## src/rtl/mavg_arbiter.sv

```systemverilog
// mavg_arbiter: round-robin arbiter feeding x/y/t samples into a shared moving-average
// datapath, with a three-step window-clear (flush) sequence and per-channel fill counters.
`default_nettype none

module mavg_arbiter #(
    parameter int WINDOW_SIZE = 4,
    parameter int DATA_W      = 2
) (
    input  logic                clk,
    input  logic                rst_n,
    input  logic [2:0]          i_req,
    input  logic [3*DATA_W-1:0] i_sample,
    input  logic                i_flush,
    output logic [2:0]          o_gnt,
    output logic                o_dp_valid,
    output logic                o_dp_clear,
    output logic [1:0]          o_dp_chan,
    output logic [DATA_W-1:0]   o_dp_data,
    input  logic                i_dp_ready,
    output logic [2:0]          o_win_full,
    output logic                o_busy
);

    localparam int CNT_W = $clog2(WINDOW_SIZE + 1);
    localparam logic [CNT_W-1:0] c_WIN = CNT_W'(WINDOW_SIZE);

    localparam logic [1:0] c_IDLE  = 2'd0;
    localparam logic [1:0] c_ISSUE = 2'd1;
    localparam logic [1:0] c_FLUSH = 2'd2;

    logic [1:0]        r_state;
    logic [1:0]        r_ptr;
    logic              r_flush_pend;
    logic              r_dp_valid;
    logic              r_dp_clear;
    logic [1:0]        r_dp_chan;
    logic [DATA_W-1:0] r_dp_data;
    logic [CNT_W-1:0]  r_cnt [3];

    logic              w_issue_hs;
    logic              w_flush_arr;
    logic              w_enter_flush;
    logic              w_grant_ok;
    logic              w_grant;
    logic [1:0]        w_sel_chan;
    logic [DATA_W-1:0] w_sel_data;
    logic [1:0]        w_ptr_next;

    assign w_issue_hs    = (r_state == c_ISSUE) && i_dp_ready;
    assign w_flush_arr   = i_flush && (r_state != c_FLUSH);
    assign w_enter_flush = r_flush_pend && ((r_state == c_IDLE) || w_issue_hs);
    // A pending or newly arriving flush always beats a grant.
    assign w_grant_ok    = ((r_state == c_IDLE) || w_issue_hs) && !r_flush_pend && !w_flush_arr;
    assign w_grant       = rst_n && w_grant_ok && (|i_req);

    always_comb begin
        w_sel_chan = 2'd0;
        case (r_ptr)
            2'd1:    w_sel_chan = i_req[1] ? 2'd1 : (i_req[2] ? 2'd2 : 2'd0);
            2'd2:    w_sel_chan = i_req[2] ? 2'd2 : (i_req[0] ? 2'd0 : 2'd1);
            default: w_sel_chan = i_req[0] ? 2'd0 : (i_req[1] ? 2'd1 : 2'd2);
        endcase
    end

    always_comb begin
        w_sel_data = i_sample[DATA_W-1:0];
        case (w_sel_chan)
            2'd1:    w_sel_data = i_sample[2*DATA_W-1:DATA_W];
            2'd2:    w_sel_data = i_sample[3*DATA_W-1:2*DATA_W];
            default: w_sel_data = i_sample[DATA_W-1:0];
        endcase
    end

    assign w_ptr_next = (w_sel_chan == 2'd2) ? 2'd0 : (w_sel_chan + 2'd1);
    assign o_gnt      = w_grant ? (3'b001 << w_sel_chan) : 3'b000;

    always_ff @(posedge clk or negedge rst_n) begin
        if (!rst_n) begin
            r_state      <= c_IDLE;
            r_ptr        <= 2'd0;
            r_flush_pend <= 1'b0;
            r_dp_valid   <= 1'b0;
            r_dp_clear   <= 1'b0;
            r_dp_chan    <= 2'd0;
            r_dp_data    <= '0;
        end else begin
            if (w_enter_flush) begin
                r_flush_pend <= 1'b0;
            end else if (w_flush_arr) begin
                r_flush_pend <= 1'b1;
            end
            if (w_grant) begin
                r_ptr <= w_ptr_next;
            end

            if (w_enter_flush) begin
                r_state    <= c_FLUSH;
                r_dp_valid <= 1'b0;
                r_dp_clear <= 1'b1;
                r_dp_chan  <= 2'd0;
                r_dp_data  <= '0;
            end else if (w_grant) begin
                r_state    <= c_ISSUE;
                r_dp_valid <= 1'b1;
                r_dp_chan  <= w_sel_chan;
                r_dp_data  <= w_sel_data;
            end else if (w_issue_hs) begin
                r_state    <= c_IDLE;
                r_dp_valid <= 1'b0;
            end else if ((r_state == c_FLUSH) && i_dp_ready) begin
                if (r_dp_chan == 2'd2) begin
                    r_state    <= c_IDLE;
                    r_dp_clear <= 1'b0;
                    r_dp_chan  <= 2'd0;
                end else begin
                    r_dp_chan <= r_dp_chan + 2'd1;
                end
            end else if (r_state == 2'd3) begin
                r_state <= c_IDLE;
            end
        end
    end

    generate
        for (genvar k = 0; k < 3; k++) begin : g_cnt
            always_ff @(posedge clk or negedge rst_n) begin
                if (!rst_n) begin
                    r_cnt[k] <= '0;
                end else if (i_dp_ready && (r_dp_chan == 2'(k))) begin
                    if (r_dp_clear) begin
                        r_cnt[k] <= '0;
                    end else if (r_dp_valid && (r_cnt[k] != c_WIN)) begin
                        r_cnt[k] <= r_cnt[k] + 1'b1;
                    end
                end
            end
            assign o_win_full[k] = (r_cnt[k] == c_WIN);
        end
    endgenerate

    assign o_dp_valid = r_dp_valid;
    assign o_dp_clear = r_dp_clear;
    assign o_dp_chan  = r_dp_chan;
    assign o_dp_data  = r_dp_data;
    assign o_busy     = (r_state != c_IDLE) || r_flush_pend;

endmodule

`default_nettype wire

```

## config.mk

```make
export PLATFORM = sky130hd
export DESIGN_NAME = mavg_arbiter
export DESIGN_NICKNAME = d
export VERILOG_FILES = /design/src/rtl/mavg_arbiter.sv
export SDC_FILE = /design/constraint.sdc
export NUM_CORES = 1
export LEC_CHECK = 0
export CELL_PAD_IN_SITES_DETAIL_PLACEMENT = 1
export CELL_PAD_IN_SITES_GLOBAL_PLACEMENT = 2
export CORE_ASPECT_RATIO = 0.9
export CORE_MARGIN = 4
export CORE_UTILIZATION = 34
export DETAILED_ROUTE_END_ITERATION = 7
export PLACE_DENSITY = 0.95
export SKIP_CTS_REPAIR_TIMING = 1
export SLEW_MARGIN = 20
export SYNTH_ARGS = -nofsm -noshare
export SYNTH_HDL_FRONTEND = slang
export SYNTH_SLANG_ARGS = --single-unit
export TNS_END_PERCENT = 20
```

## constraint.sdc

```tcl
create_clock -name clk -period 8 [get_ports clk]
set_clock_uncertainty 0.05 [all_clocks]
set_input_delay 2.4 -clock clk [delete_from_list [all_inputs] [get_ports clk]]
set_output_delay 2.4 -clock clk [all_outputs]
set_load 0.005 [all_outputs]
```

Word-level counts from Yosys, hierarchy flattened
Cells that the tools add are included.
Storage, ports and cells
  register bits after elaboration: 20
  bits of input ports: 13
  logic and storage cells: 113
Cells by class
  add/sub/neg operators: 5
  equal/unequal tests: 20
  shifts and indexed selects: 1
  muxes and demuxes: 39
  reductions and logical operators: 38
Operator list (number)
  2-to-1 mux 2 bit: 19
  2-to-1 mux 3 bit: 7
  nonzero test 2 bit: 8
  logical AND 1 bit: 14
  2-to-1 mux 1 bit: 11
  == test 2 bit (second input constant): 5
  AND reduction 2 bit: 5
  adder 3 x 1 -> 3 bit (second input constant): 3
  == test 3 bit (second input constant): 3
  != test 3 bit (second input constant): 3
  == test 2 x 1 -> 1 bit (second input constant): 4
  case mux 2 bit (2 select lines): 2
  nonzero test 3 bit: 2
  != test 5 x 4 -> 1 bit (second input constant): 1
  nonzero test 5 bit: 1
  adder 2 x 1 -> 2 bit (second input constant): 2
  logical NOT 2 bit: 2
  != test 2 bit (second input constant): 2
  AND reduction 4 bit: 1
  != test 3 x 1 -> 1 bit (second input constant): 1
  OR reduction 3 bit: 1
  left shift 1 x 2 -> 3 bit (first input constant): 1
  logical NOT 1 bit: 2
  logical OR 1 bit: 2
  != test 2 x 1 -> 1 bit (second input constant): 1

Longest topological paths before layout
  word-level depth: 9
  gate-level depth with buffers: 11
  gate-level depth less buffers: 11

Worst setup path after synthesis
OpenSTA, ideal clock, no wires.
  kind: input to output
  from: input port i_req[2]
  to: output port o_gnt[1]
  arrival: 3.491 ns
  data required time: 5.550 ns
  path slack: 2.059 ns
  cell stages on the path: 6
  path buffers: 0
  cells stage by stage: or3b_2 > a21oi_1 > a31oi_1 > inv_1 > ha_1 > and2_1
Between the ends
  word-level cells in the longest chain between the ends: 5
Ends and longest elaborated chain
  from (decl): line 11  | input logic [2:0] i_req,
  2-to-1 mux 2 bit (2 in series): line 59  | 2'd1: w_sel_chan = i_req[1] ? 2'd1 : (i_req[2] ? 2'd2 : 2'd0);
  case mux 2 bit (2 select lines): line 58  | case (r_ptr)
  left shift 1 x 2 -> 3 bit: line 75  | assign o_gnt = w_grant ? (3'b001 << w_sel_chan) : 3'b000;
  2-to-1 mux 3 bit *: line 75
  to (decl): line 14  | output logic [2:0] o_gnt,
Mark *: on every way between the ends. The rest lies on a longest branch, timed or not.

Final worst setup path
Same ends and word-level chain as after synthesis.

==> flow_metrics.tcl <==
set metrics [dict create \
    area_growth_pct 24.87 \
    critical_path.max_fanout 5 \
    worstSetupEndpointType "primary output" \
    fill_cells 443 \
    r2r_cells 10 \
    p_sw_share_pct 41.82 \
    relSlewSlack_pct 55.33 \
    hold_depth 1 \
    period_needed_ns 7.068 \
    antenna_cells 0 \
    avgSynthCellArea_sq_um 9.269 \
    h-tree-depth 1 \
    nNetsFinal 204 \
    grt_pass1_vias 1401 \
    drt_iter0_markers 21 \
    ir_drop_mv 0.1363 \
    fp.dieArea_sq_um 5239 \
    startpoint_type "input pin" \
    cts_tree "built" \
    seq_power_share_pct 35.6 \
    initial_core_util_pct 36.48 \
    worst-setup-path-type "input pin to primary output" \
    multi_input_area_sq_um 817.0 \
    setup_viol 0 \
    wl_per_cell_microns 16.43 \
    ys_types 41 \
    cts.path.max_buffers 2 \
    cp.arrival_ns 4.62 \
    path_common_cell "clkdlybuf4s50_1" \
    routed_wl_microns 3665 \
    synth_edf_count 0 \
    drv_slew 0 \
    gp_congestion 0.7978 \
    fp-row-count 21 \
    hp-class "register to register" \
    rsz0062_at_grt "no" \
    ys_top_cells_by_area "dfrtp_1 36%, ha_1 12%, inv_1 5.1%, a21oi_1 4.3%, a31oi_1 3.1%" \
    grt_pass1_wl_microns 6665 \
    place_area_sq_um 1704 \
    grt_usage_pct 16.15 \
    overflow 0 \
    vias 1235 \
    p_comb_share_pct 51.1 \
    hold_viol 0 \
    io_pins 26 \
    syn-num-nets 178 \
    cts_buffers 3 \
    power_density_nw_per_um2 332.2 \
    synthCells 152 \
    slowest_stage "clkdlybuf4s50_1" \
    slowest_delay_ns 0.50 \
    synth_top_area_share_pct 35.52 \
    fin_tns_setup_ns 0 \
    grt_max_degree 21 \
    vias_per_cell 5.538 \
    detail-route-antenna-nets 0 \
    fin_area_sq_um 1759 \
    die_y_microns 69.07 \
    layout_commonest_cell "clkdlybuf4s50_1" \
    yosysWarnings 0 \
    drt_pre_antenna_iters 4 \
    clk_pin_slew_ns 0.07 \
    core_area_sq_um 3862 \
    syn_area_sq_um 1409 \
    outcome "completed" \
    clkLatencyLatePin_ns 0.27 \
    crit_path_cell_trace "clkdlybuf4s50_1 -> or3b_2 -> a21oi_1 -> a31oi_1 -> inv_1 -> ha_1 -> and2_1 -> clkdlybuf4s50_1" \
    die_w_microns 75.86 \
    hpwl_microns 2897 \
    worstMarginPinSlew_ns 0.6650 \
    cts-root-buf "clkbuf_8" \
    required_ns 5.55 \
    antenna_found_initial 0 \
    switchingPower_w 0.0002444 \
    synth_area_leader_cell "dfrtp_1" \
    numPortBuffers 25 \
    p_leak_nw 0.7878 \
    p_clk_share_pct 13.3 \
    synth_flop_cell "dfrtp_1" \
    internal_power_w 0.0003400 \
    max_freq_mhz 141.5 \
    maxCapViolCount 0 \
    ys_ff_latch 20 \
    cts.sinks 20 \
    synth_seq_area_share_pct 35.52 \
    seqCellArea_sq_um 500.5 \
    min_period_over_period_pct 88.35 \
    drive_above_1_share_pct 7.910 \
    synth-async-reset-ratio_pct 100.0 \
    drc 0 \
    layout_common_cells "25 x clkdlybuf4s50_1, 20 x dfrtp_1, 19 x inv_1, 13 x ha_1, 12 x a21oi_1" \
]
sequential cells by signal, summed over array words and instances (netlist names):
signal and flops:
r_cnt 9, o_dp_chan 2, o_dp_data 2, r_ptr 2, r_state 2, o_dp_clear 1, o_dp_valid 1, r_flush_pend 1
cell usage after synthesis, types with 2 or more instances:
cell type / count
a211oi_1: 4
a21boi_0: 3
a21oi_1: 12
a22oi_1: 2
a2bb2oi_1: 2
a31oi_1: 7
a32o_1: 2
a41o_1: 3
and2_1: 7
and2b_1: 2
and3b_1: 2
clkbuf_1: 4
dfrtp_1: 20
ha_1: 13
inv_1: 19
mux2_4: 2
nand2_1: 4
nand2b_1: 5
nor2_1: 7
o21ai_0: 6
o22ai_1: 4
o2bb2ai_1: 2
or3_1: 2
area by class of cell:
cell class                 instances  area share [%]
sequential                        20           28.45
inverter                          19           4.054
timing repair buffer              26           14.65
tap                               46           3.272
multi-input combinational        108           46.44
clock buffer                       4           3.129
per-stage QoR:
stage | setup slack (ns) | std cells | util (%) | hold WS (ns) | power (W)
2_1_floorplan | 2.059 | 152 | - | 0.4330 | 0.0004000
3_5_place_dp | 0.9142 | 219 | 44.12 | 0.4803 | 0.0005118
4_1_cts | 0.9033 | 223 | 45.55 | 0.4965 | 0.0005954
3_3_place_gp | 1.047 | 219 | 44.12 | 0.4554 | 0.0004856
5_1_grt | 0.8209 | 223 | 45.55 | 0.5196 | 0.0006528
6_report | 0.9321 | 223 | 45.55 | 0.4866 | 0.0005844
cell families after synthesis:
family	count (synthesis)	share of synthesized area, %
AOI/OAI and AO/OA	53	25.49
and+or+nand+nor	40	18.83
buffers and inverters	24	6.483
DFF	20	35.52
adders and majority gates	13	11.55
muxes	2	2.132
path summary, 6_finish.rpt:
kind	slack (ns)	startpoint	endpoint
worst max-delay path	0.93	i_req[2]	o_gnt[1]
worst min-delay path	0.49	r_cnt[1]	r_cnt[1]
worst max register to register	5.47	r_ptr[0]	o_dp_data[1]
worst min register to register	0.49	r_cnt[1]	r_cnt[1]
max in group asynchronous	5.13	rst_n	o_dp_data[1]
min in group asynchronous	2.55	rst_n	o_dp_chan[0]
per-layer routing:
layer | up-vias | global-route usage [%] | wire length, microns
met2 | 17 | 26.62 | 1916
li1 | 598 | - | -
met3 | 8 | 4.942 | 93
met5 | - | 0 | 0
met1 | 612 | 19.62 | 1596
met4 | 0 | 5.049 | 58
critical path: cells and delay by family:
kind,cells,cell delay [ns]
AND/OR/NAND/NOR,2,0.64
adder cells (fa/ha/maj),1,0.20
AO/OA/AOI/OAI,2,0.26
buffers and inverters,3,1.11
power groups by stage:
stage,clock [W],combinational (W),sequential (W)
finish,0.0000776,0.000299,0.000208
global route,0.0000873,0.000345,0.000221
CTS,0.0000817,0.000304,0.000209
detailed placement,0,0.000302,0.000210
global placement,0,0.000281,0.000204
floorplan,0,0.000226,0.000174
Power figures use the tool's default switching activity.
